===== src/rtl/oop_dac_ramp_ctrl.sv =====
// oop_dac_ramp_ctrl: slew-rate limited stepping of the OOP cathode DAC code toward a host target.
// Optional target clamping to [MIN_CODE, MAX_CODE] is enabled by `define OOP_DAC_LIMIT_EN.
module oop_dac_ramp_ctrl #(
   parameter logic [15:0] RESET_CODE    = 16'h0000,
   parameter int unsigned FRAME_TIMEOUT = 20000,
   parameter logic [15:0] MIN_CODE      = 16'h0000,
   parameter logic [15:0] MAX_CODE      = 16'hFFFF
) (
   input  logic        clk48mhz,
   input  logic        rstn,
   input  logic [15:0] host_target,
   input  logic        host_valid,
   output logic        host_ready,
   input  logic [15:0] ramp_step,
   input  logic [15:0] dwell_cycles,
   input  logic        abort,
   input  logic        frame_done,
   output logic [15:0] dac_value,
   output logic        dac_load,
   output logic        busy,
   output logic        at_target,
   output logic        fault,
   output logic        clamped
);
   localparam int TW = $clog2(FRAME_TIMEOUT + 1);
   typedef enum logic [2:0] {IDLE, STEP, LOAD, WAIT_FRAME, DWELL} state_t;
   state_t state;
   logic [15:0] cur, tgt, nxt, dcnt, lim, diff;
   logic [16:0] up;
   logic [TW-1:0] tcnt;
   logic lim_chg;
   wire accept = host_valid && host_ready;
`ifdef OOP_DAC_LIMIT_EN
   assign lim = host_target < MIN_CODE ? MIN_CODE : host_target > MAX_CODE ? MAX_CODE : host_target;
   assign lim_chg = lim != host_target;
`else
   logic unused_lim;
   assign unused_lim = ^{MIN_CODE, MAX_CODE};
   assign lim = host_target;
   assign lim_chg = 1'b0;
`endif
   // compare-before-subtract keeps both directions wrap-free
   assign diff = tgt > cur ? tgt - cur : cur - tgt;
   assign up = {1'b0, cur} + {1'b0, ramp_step};
   always_ff @(posedge clk48mhz) begin
      if (!rstn) begin
         state      <= IDLE;
         cur        <= RESET_CODE;
         tgt        <= RESET_CODE;
         nxt        <= RESET_CODE;
         dac_value  <= RESET_CODE;
         dac_load   <= 1'b0;
         busy       <= 1'b0;
         at_target  <= 1'b1;
         fault      <= 1'b0;
         clamped    <= 1'b0;
         host_ready <= 1'b0;
         tcnt       <= '0;
         dcnt       <= '0;
      end else if (abort && state != IDLE) begin
         state     <= IDLE;
         tgt       <= cur;
         busy      <= 1'b0;
         at_target <= 1'b1;
         dac_load  <= 1'b0;
      end else begin
         dac_load <= 1'b0;
         case (state)
            IDLE: begin
               host_ready <= !accept;
               if (accept) begin
                  tgt       <= lim;
                  clamped   <= lim_chg;
                  fault     <= 1'b0;
                  busy      <= lim != cur;
                  at_target <= lim == cur;
                  state     <= lim == cur ? IDLE : STEP;
               end
            end
            STEP: begin
               nxt   <= (ramp_step == 16'd0 || diff <= ramp_step) ? tgt : tgt > cur ? up[15:0] : cur - ramp_step;
               state <= LOAD;
            end
            LOAD: begin
               cur       <= nxt;
               dac_value <= nxt;
               dac_load  <= 1'b1;
               tcnt      <= '0;
               state     <= WAIT_FRAME;
            end
            WAIT_FRAME: begin
               if (frame_done) begin
                  dcnt  <= '0;
                  state <= DWELL;
               end else if (tcnt == TW'(FRAME_TIMEOUT - 1)) begin
                  fault <= 1'b1;
                  busy  <= 1'b0;
                  state <= IDLE;
               end else
                  tcnt <= tcnt + 1'b1;
            end
            DWELL: begin
               if (dcnt >= dwell_cycles) begin
                  state     <= cur == tgt ? IDLE : STEP;
                  busy      <= cur != tgt;
                  at_target <= cur == tgt;
               end else
                  dcnt <= dcnt + 16'd1;
            end
            default: state <= IDLE;
         endcase
      end
   end
endmodule


===== config.mk =====
export PLATFORM = sky130hd
export DESIGN_NAME = oop_dac_ramp_ctrl
export DESIGN_NICKNAME = d
export VERILOG_FILES = /design/src/rtl/oop_dac_ramp_ctrl.sv
export SDC_FILE = /design/constraint.sdc
export NUM_CORES = 1
export LEC_CHECK = 0
export BUFFER_PORTS_ARGS = -buffer_cell sky130_fd_sc_hd__buf_2
export CAP_MARGIN = 25
export CELL_PAD_IN_SITES_DETAIL_PLACEMENT = 1
export CELL_PAD_IN_SITES_GLOBAL_PLACEMENT = 2
export CORE_MARGIN = 2
export CORE_UTILIZATION = 30
export CTS_CLUSTER_SIZE = 25
export DETAILED_ROUTE_END_ITERATION = 7
export PLACE_DENSITY = 0.69
export RECOVER_POWER = 25
export SYNTH_ARGS = -nofsm -noshare
export SYNTH_HDL_FRONTEND = slang
export SYNTH_SLANG_ARGS = --single-unit

===== constraint.sdc =====
create_clock -name clk48mhz -period 5.45 [get_ports clk48mhz]
set_input_delay 1.09 -clock clk48mhz [delete_from_list [all_inputs] [get_ports clk48mhz]]
set_output_delay 1.09 -clock clk48mhz [all_outputs]
set_load 0.005 [all_outputs]

==> results.toml, run 1 <==
[sta]
fin_crit_sh = 0.9254
rsz0062_at_grt = "no"
worstMarginPinSlew_ps = 1091
layout_min_cycle_time_ps = 5043
slew-limit-headroom = 0.2725
hold_violations = 0
worst_slack_ps = 406.8
fmax_mhz = 198.3
timing.hold.ws_ps = 455.5
slew_violations = 0
finalSetupViolCount = 0
tns_ps = 0
fin_skew_ps = 7.801

[route]
drtIter0Drc = 294
dr_wl_met3_um = 628
wl_met1_mm = 12.25
topRoutingLayerUsed = "met4"
wl_mm = 25.03
wl_met2_mm = 11.89
drtPass1Iterations = 5
post_drt_wl_per_cell_um = 18.11
vias_per_cell = 5.150
vias = 7117
drcViolationCount = 0
antenna_left = 0

[global_route]
antenna_found_initial = 1
grt_pass1_vias = 7176
overflow = 0
grt_pass1_wl_mm = 39.91
grt_use_total = 0.1965
grt_max_degree = 51

[placed_design]
io_buffers = 73
placedCellCount = 1365
gp_congestion = 0.8176
postPlaceCellArea_mm2 = 0.008152
place_worst_setup_slack_ps = 280.5
dpl.hpwl_mm = 20.05

[min_path]
min_delay_path_depth = 2
hp-class = "register to register"

[yosys]
synth_edf_count = 0
synth_xor_area_frac = 0.08473
synth-adder-area-share = 0.1463
yosysSeqAreaShare = 0.2373
yosys.area_share.simple = 0.2160
syn-cell-area_mm2 = 0.007340
yosys_most_used_dff = "dfxtp_1"
avgSynthCellArea_um2 = 7.466
netlist.area_leader.share = 0.2373
synth.distinct_cells = 63
yosys_warnings = 0
synth_cells = 983
synthTopCellsByArea = "dfxtp_1, ha_1, a21oi_1, nand2_1, nor2_1"
async_flop_share = 0
netlist.top_cell.by_area = "dfxtp_1"
muxShareOfSynthArea = 0.01960
syn-num-nets = 1120
synth_top_family_by_area = "compound AO/OA/AOI/OAI gates"
yosys_register_bits = 87
synth_compound_area_frac = 0.2283

[final_layout]
fin_cells = 1382
final_util = 0.3497
drive_above_1_share = 0.1164
area_growth_pct = 15.21
layout_commonest_cell = "nand2_1"
final_cell_mix = "nand2_1, nor2_1, a21oi_1, dfxtp_1"
fin_area_mm2 = 0.008456
nets = 1189

[die]
initial_core_util = 0.3036
ios = 75
core_area_mm2 = 0.02418
fp.dieH_um = 160.4
fp.dieW_um = 160.4
rows = 57
dieArea_mm2 = 0.02573

[job]
drv_cap = 0

[setup_path]
crit_path_end_kind = "register"
reg2reg_depth = 17
critical_path_peak_fanout = 29
startpoint_type = "register"
cp.required_ps = 5720
worstSetupPathType = "register to register"
arrival_ps = 5310

[cts]
cts_tree = "yes"
postCtsSetupBuffers = 0
cts-root-buf = "clkbuf_16"
cts_max_path_buffers = 2
clkLatencyLatePin_ps = 350
clock_sinks = 87
numCtsBuffers = 9
path_clk_slew_ps = 70
htreeDepth = 3

[outcome]
outcome = "completed"

[pwr]
p_per_area_mw_per_mm2 = 551.0
power.leakage_nw = 3.598
irDropWorstVdd_uv = 333.0
power.total_mw = 4.659
==> registers in the layout (all words and copies together) (netlist names) <==
register and cells:
at_target 1, busy 1, cur 16, dac_load 1
dcnt 16, fault 1, host_ready 1, nxt 16
state 3, tcnt 15, tgt 16
==> synth_stat cells, types with 18 or more instances <==
| cell type | count |
|---|---|
| inv_1 | 81 |
| ha_1 | 81 |
| o21ai_0 | 38 |
| nor2_1 | 98 |
| dfxtp_1 | 87 |
| nand3_1 | 26 |
| a21o_1 | 20 |
| clkbuf_1 | 35 |
| xor2_1 | 40 |
| nand2_1 | 114 |
| nand4_1 | 18 |
| a21oi_1 | 97 |
| xnor2_1 | 31 |
| nor3_1 | 22 |
==> worst max-delay path: stages (launching register included) <==
cell and delay, ps:
dfxtp_1 480, inv_1 80, ha_1 400, a21o_1 250
and3_1 210, a211oi_1 470, a22o_2 460, mux2i_1 450
a21oi_1 160, xnor2_1 160, ha_1 320, nand4_1 180
or4_1 560, o31ai_1 100, a31oi_2 90, buf_12 190
a211o_1 260, a21oi_1 130
==> area by class of cell <==
cell class | instances | area [um^2]
Clock buffer | 12 | 266.5
Antenna cell | 1 | 2.502
Tap cell | 324 | 405.4
Timing Repair Buffer | 100 | 558.0
Multi-Input combinational cell | 772 | 5121
Sequential cell | 87 | 1742
Fill cell | 2991 | 15720
Inverter | 82 | 307.8
Clock inverter | 4 | 52.55
==> kinds of logic after synthesis <==
| family | after synthesis |
|---|---|
| multiplexers | 14 |
| buffers and inverters | 124 |
| AO/OA/AOI/OAI | 260 |
| AND/OR/NAND/NOR | 342 |
| flip-flops | 87 |
| XOR/XNOR | 71 |
| adder cells (fa/ha/maj) | 84 |
| other | 1 |
==> worst paths after layout <==
path,from,slack [ps],end
worst max register to register,cur[13],410,nxt[8]
worst min register to register,nxt[11],460,cur[11]
worst max-delay path,cur[13],410,nxt[8]
worst min-delay path,nxt[11],460,cur[11]
==> repair_timing <==
action | 4_1_cts | 5_1_grt
setup endpoints to repair | 0 | 12
gates resized for setup | 0 | 2
hold buffers | 0 | 0
==> layer usage <==
metal,vias to the layer above,track usage
met2,83,0.3362
li1,3599,-
met5,-,0
met4,0,0.03686
met1,3419,0.2659
met3,16,0.02712
==> report_power, final <==
| part | total [mW] | switching [mW] | internal [mW] |
|---|---|---|---|
| registers | 0.752 | 0.0556 | 0.696 |
| logic | 3.24 | 1.92 | 1.31 |
| clock network | 0.669 | 0.275 | 0.394 |
Power figures use the tool's default switching activity.
==> run 2, diff against run 1 <==
--- a/config.mk
+++ b/config.mk
@@ -5,6 +5,7 @@
 export SDC_FILE = /design/constraint.sdc
 export NUM_CORES = 1
 export LEC_CHECK = 0
+export ABC_AREA = 0
 export BUFFER_PORTS_ARGS = -buffer_cell sky130_fd_sc_hd__buf_2
 export CAP_MARGIN = 25
 export CELL_PAD_IN_SITES_DETAIL_PLACEMENT = 1
==> constraint.sdc (replaced) <==
create_clock -name clk48mhz -period 5.45 [get_ports clk48mhz]
set_input_delay 0.545 -clock clk48mhz [delete_from_list [all_inputs] [get_ports clk48mhz]]
set_output_delay 0.545 -clock clk48mhz [all_outputs]
set_load 0.005 [all_outputs]
==> run 2 against run 1 <==
Net effect: core utilization down 0.19 points; first-iteration DRC count shrank 16%; via count up 0.18%; maximum frequency increased by 0.28%; critical endpoint is now nxt[1]; clock-buffer cell count unchanged; non-clock buffer count is 1 higher; global-route usage decreased by 0.13 points; register-to-register slack about the same.
==> results.toml, run 2 (synthesis gave the netlist of run 1 again) <==
[sta]
worst_slack_ps = 420.8
hold_violations = 0
fin_skew_ps = 7.863
fin_crit_sh = 0.9228
slew-limit-headroom = 0.2369
slew_violations = 0
fmax_mhz = 198.8
layout_min_cycle_time_ps = 5029
tns_ps = 0
worstMarginPinSlew_ps = 1145
finalSetupViolCount = 0

[min_path]
holdPathEnd = "cur[6]"
min_delay_path_depth = 2
min-delay-start = "nxt[6]"
hp-class = "register to register"

[route]
drtIter0Drc = 247
drcViolationCount = 0
vias_per_cell = 5.163
antenna_left = 0
drtPass1Iterations = 4
post_drt_wl_per_cell_um = 18.07
vias = 7130
wl_mm = 24.95

[cts]
cts_tree = "yes"
path_clk_slew_ps = 70
clock_sinks = 87
cts-root-buf = "clkbuf_16"
numCtsBuffers = 9
postCtsSetupBuffers = 0
htreeDepth = 3
clkLatencyLatePin_ps = 350
cts_max_path_buffers = 2

[outcome]
outcome = "completed"

[placed_design]
placedCellCount = 1366
place_worst_setup_slack_ps = 161.9
gp_congestion = 0.8359
dpl.hpwl_mm = 19.97
io_buffers = 73
postPlaceCellArea_mm2 = 0.008159

[setup_path]
critical_path.n_buffers_inverters = 2
critical_path_peak_fanout = 29
slowest_delay_ps = 560
r2r_start = "cur[13]"
crit_path_end_kind = "register"
r2r_slack_ps = 420
slowest_stage = "or4_1"
worstReg2RegEnd = "nxt[1]"
path_cells = "inv_1, ha_1, a21o_1, and3_1, a211oi_1, a22o_4, mux2i_1, a21oi_1, xnor2_1, ha_1, nand4_1, or4_1, o31ai_1, a31oi_2, buf_12, mux2i_1, a211oi_1"
reg2reg_depth = 17
startpoint_type = "register"
arrival_ps = 5290
worstSetupPathType = "register to register"
cp.required_ps = 5710
cpLargestDelayFamily = "compound AO/OA/AOI/OAI gates"

[die]
core_area_mm2 = 0.02418
initial_core_util = 0.3036
fp.dieW_um = 160.4
fp.dieH_um = 160.4
rows = 57
ios = 75
dieArea_mm2 = 0.02573

[pwr]
p_per_area_mw_per_mm2 = 553.0
irDropWorstVdd_uv = 290.9
p_int_mw = 2.394
seqPwrFrac = 0.162
power.leakage_nw = 3.540
p_sw_mw = 2.257
power_frac_clock = 0.138
power_frac_comb = 0.700
p_sw_frac = 0.4853

[final_layout]
drive_above_1_share = 0.1041
final_util = 0.3479
area_growth_pct = 14.59
nets = 1190
final_cell_mix = "nand2_1, nor2_1, a21oi_1, dfxtp_1"
final.fill_count = 2997
fin_area_mm2 = 0.008411
fin_cells = 1381
layout_commonest_cell = "nand2_1"
n_antenna_cell = 0

[job]
drv_cap = 0

[global_route]
grt_max_degree = 44
grt_use_total = 0.1952
antenna_found_initial = 0
overflow = 0
grt_pass1_wl_mm = 39.58
grt_pass1_vias = 7077
run 2: cell count changes in the layout (fill, tap and decap cells not counted):
cell	previous run	this run
buf_2	70	67
o21ai_1	0	1
clkbuf_8	3	2
buf_1	1	0
buf_4	21	13
clkinv_4	2	0
a22o_4	0	1
o21ai_0	38	37
clkinvlp_4	0	1
a22o_2	1	0
clkbuf_1	7	21
diode_2	1	0
run 2: layout make-up:
| type | count | area, um^2 | share of cell area |
|---|---|---|---|
| Inverter | 82 | 307.8 | 0.03660 |
| Timing Repair Buffer | 101 | 528.0 | 0.06278 |
| Clock inverter | 3 | 42.54 | 0.005058 |
| Multi-Input combinational cell | 772 | 5129 | 0.6098 |
| Tap cell | 324 | 405.4 | 0.04820 |
| Sequential cell | 87 | 1742 | 0.2071 |
| Clock buffer | 12 | 256.5 | 0.03050 |
run 2: worst max path at each step:
stage	start	to	slack, ps	cells after the start
floorplan	cur[10]	nxt[0]	810	19
global placement	cur[13]	nxt[5]	270	18
detailed placement	cur[13]	nxt[9]	160	18
CTS	cur[13]	nxt[9]	160	18
global route	cur[13]	nxt[15]	-10	18
finish	cur[13]	nxt[1]	420	17
run 2: timing repair:
action,in CTS,in global routing
endpoints found under the setup margin,0,16
gates resized for setup,0,3
hold buffers,0,0
run 2: worst reg2reg max path: cells and delay by family (launching register included):
family                   cells  cell delay [ps]
AND/OR/NAND/NOR              3              950
AO/OA/AOI/OAI                7             1720
flip-flops                   1              460
buffers and inverters        2              270
adder cells (fa/ha/maj)      2              710
multiplexers                 2              660
XOR/XNOR                     1              170
run 2: routing by layer:
layer	track usage	part of all wire	wire, um	vias to the layer above
li1	-	-	-	3615
met1	0.2708	0.50	12410	3416
met2	0.3227	0.46	11590	80
met3	0.03022	0.027	662	19
met4	0.03767	0.011	286	0
met5	0	0	0	-
run 2: per-stage QoR:
stage	hold WS [ps]	power (mW)
global placement	444.2	3.978
floorplan	428.8	3.043
detailed placement	448.2	4.009
CTS	457.9	4.681
finish	454.3	4.651
global route	468.4	5.079
run 2: power by group through the flow:
stage                     Clock (mW)  Sequential (mW)  Combinational [mW]
final                          0.643            0.753                3.26
after global placement             0            0.769                3.21
after detailed placement           0            0.768                3.24
after global routing           0.688            0.762                3.63
after CTS                      0.663            0.754                3.26
after floorplan                    0            0.746                2.30
==> run 3, diff against run 2 <==
--- a/config.mk
+++ b/config.mk
@@ -11,10 +11,10 @@
 export CELL_PAD_IN_SITES_DETAIL_PLACEMENT = 1
 export CELL_PAD_IN_SITES_GLOBAL_PLACEMENT = 2
 export CORE_MARGIN = 2
-export CORE_UTILIZATION = 30
+export CORE_UTILIZATION = 35
 export CTS_CLUSTER_SIZE = 25
 export DETAILED_ROUTE_END_ITERATION = 7
-export PLACE_DENSITY = 0.69
+export PLACE_DENSITY = 0.79
 export RECOVER_POWER = 25
 export SYNTH_ARGS = -nofsm -noshare
 export SYNTH_HDL_FRONTEND = slang
==> run 3 against run 2 <==
Net effect: critical path depth grew 1; first-iteration DRC count grew 17%; largest cell class unchanged; highest routed layer unchanged; critical path type unchanged; cell count shrank 3.8%; global-route usage grew 2.2 points; sequential share of layout area grew 0.21 points; sequential power is essentially flat; non-clock buffer count grew 1; largest power group unchanged.
==> results.toml, run 3 (synthesis gave the netlist of run 1 again) <==
[outcome]
outcome = "completed"

[final_layout]
layout_commonest_cell = "nand2_1"
final_cell_mix = "nand2_1, nor2_1, a21oi_1, dfxtp_1"
final.fill_count = 2601
drive_above_1_share = 0.1086
fin_cells = 1329
nets = 1191
final_util = 0.4075
area_growth_pct = 13.43
n_antenna_cell = 0

[sta]
fin_skew_ps = 9.951
layout_min_cycle_time_ps = 4908
slew_violations = 0
tns_ps = 0
fmax_mhz = 203.7
hold_violations = 0
rsz0062_at_grt = "no"
slew-limit-headroom = 0.3534
worstMarginPinSlew_ps = 967.3
fin_crit_sh = 0.9006
finalSetupViolCount = 0

[min_path]
hp-class = "register to register"
min-delay-start = "nxt[0]"

[route]
drtPass1Iterations = 5
post_drt_wl_per_cell_um = 17.66
dr_wl_met3_um = 646
topRoutingLayerUsed = "met4"
drtIter0Drc = 290
wl_met2_mm = 10.96
vias_per_cell = 5.407
drcViolationCount = 0
antenna_left = 0
wl_met1_mm = 11.76
wl_mm = 23.48
vias = 7186

[pwr]
irDropWorstVdd_uv = 246.9
p_per_area_mw_per_mm2 = 546.0
power.leakage_nw = 3.546
power.total_mw = 4.546

[cts]
cts_tree = "yes"
htreeDepth = 3
numCtsBuffers = 9
clock_sinks = 87
clkLatencyLatePin_ps = 350
cts_hold_buf = 0
path_clk_slew_ps = 70
postCtsSetupBuffers = 0
cts-root-buf = "clkbuf_16"
cts_max_path_buffers = 2

[setup_path]
r2r_slack_ps = 540
startpoint_type = "register"
r2r_start = "cur[12]"
crit_path_end_kind = "register"
cp.required_ps = 5710
cp-startpoint = "cur[12]"
arrival_ps = 5160
worstSetupPathType = "register to register"
critical_path_peak_fanout = 13

[global_route]
antenna_found_initial = 0
grt_pass1_wl_mm = 38.30
grt_max_degree = 43
overflow = 0
grt_pass1_vias = 7212
grt_use_total = 0.2173

[placed_design]
gp_congestion = 0.8624
placedCellCount = 1313
dpl.hpwl_mm = 18.86
io_buffers = 73

[die]
fp.dieH_um = 148.8
dieArea_mm2 = 0.02214
rows = 52
fp.dieW_um = 148.8
core_area_mm2 = 0.02043
ios = 75
initial_core_util = 0.3593

[job]
drv_cap = 0
-- run 3: cell count changes in the layout (fill, tap and decap cells not counted), sizes merged --
cell,change
clkinv,+2
bufinv,-1
buf,+5
clkbuf,-5
clkinvlp,+1
-- run 3: final cells by class --
cell class,instances,area (um^2),share of cell area
timing repair buffer,102,535.5,0.06432
tap,270,337.8,0.04058
clock buffer,11,242.7,0.02916
sequential,87,1742,0.2092
multi-input combinational,772,5126,0.6157
inverter,82,307.8,0.03697
clock inverter,5,33.78,0.004058
-- run 3: metal layers --
layer,track usage,vias up
li1,-,3611
met1,0.3092,3496
met2,0.3625,70
met3,0.03242,9
met4,0.02048,0
met5,0,-
-- run 3: path summary, 6_finish.rpt --
check	cells past startpoint	to
max	18	nxt[4]
min	2	nxt[0]
min reg2reg	2	nxt[0]
max reg2reg	18	nxt[4]
-- run 3: power breakdown --
| group | total [mW] | switching (mW) | internal [mW] |
|---|---|---|---|
| Clock | 0.587 | 0.266 | 0.321 |
| Sequential | 0.756 | 0.0601 | 0.696 |
| Combinational | 3.20 | 1.86 | 1.34 |
-- run 3: worst max-delay path, cell delays in order, from the launching register on --
cell and delay, ps:
dfxtp_1 370, inv_1 60, ha_1 430, nand2_1 210, nor3_1 340, nand3_1 170
a21boi_1 540, buf_4 330, nor2_1 70, a311oi_1 300, xnor2_1 110, ha_1 310
nand4_1 150, or4_1 530, o31ai_1 130, a31oi_4 160, buf_12 230, mux2i_1 110
a211oi_1 230
-- run 3: what timing repair did --
| item | in CTS | in global routing |
|---|---|---|
| endpoints found under the setup margin | 0 | 15 |
| endpoints found under the hold margin | 0 | 0 |
| resized for setup | 0 | 2 |
-- run 3: per-stage QoR --
step / setup WS [ps] / hold slack (ps) / cell area (um^2)
6_report: 541.6 / 456.8 / 8325
5_1_grt: 97.89 / 476.0 / 8325
4_1_cts: 240.4 / 460.3 / 8376
3_5_place_dp: 289.0 / 450.5 / 8099
3_3_place_gp: 484.1 / 443.3 / 8099
2_1_floorplan: 805.0 / 428.8 / 7340
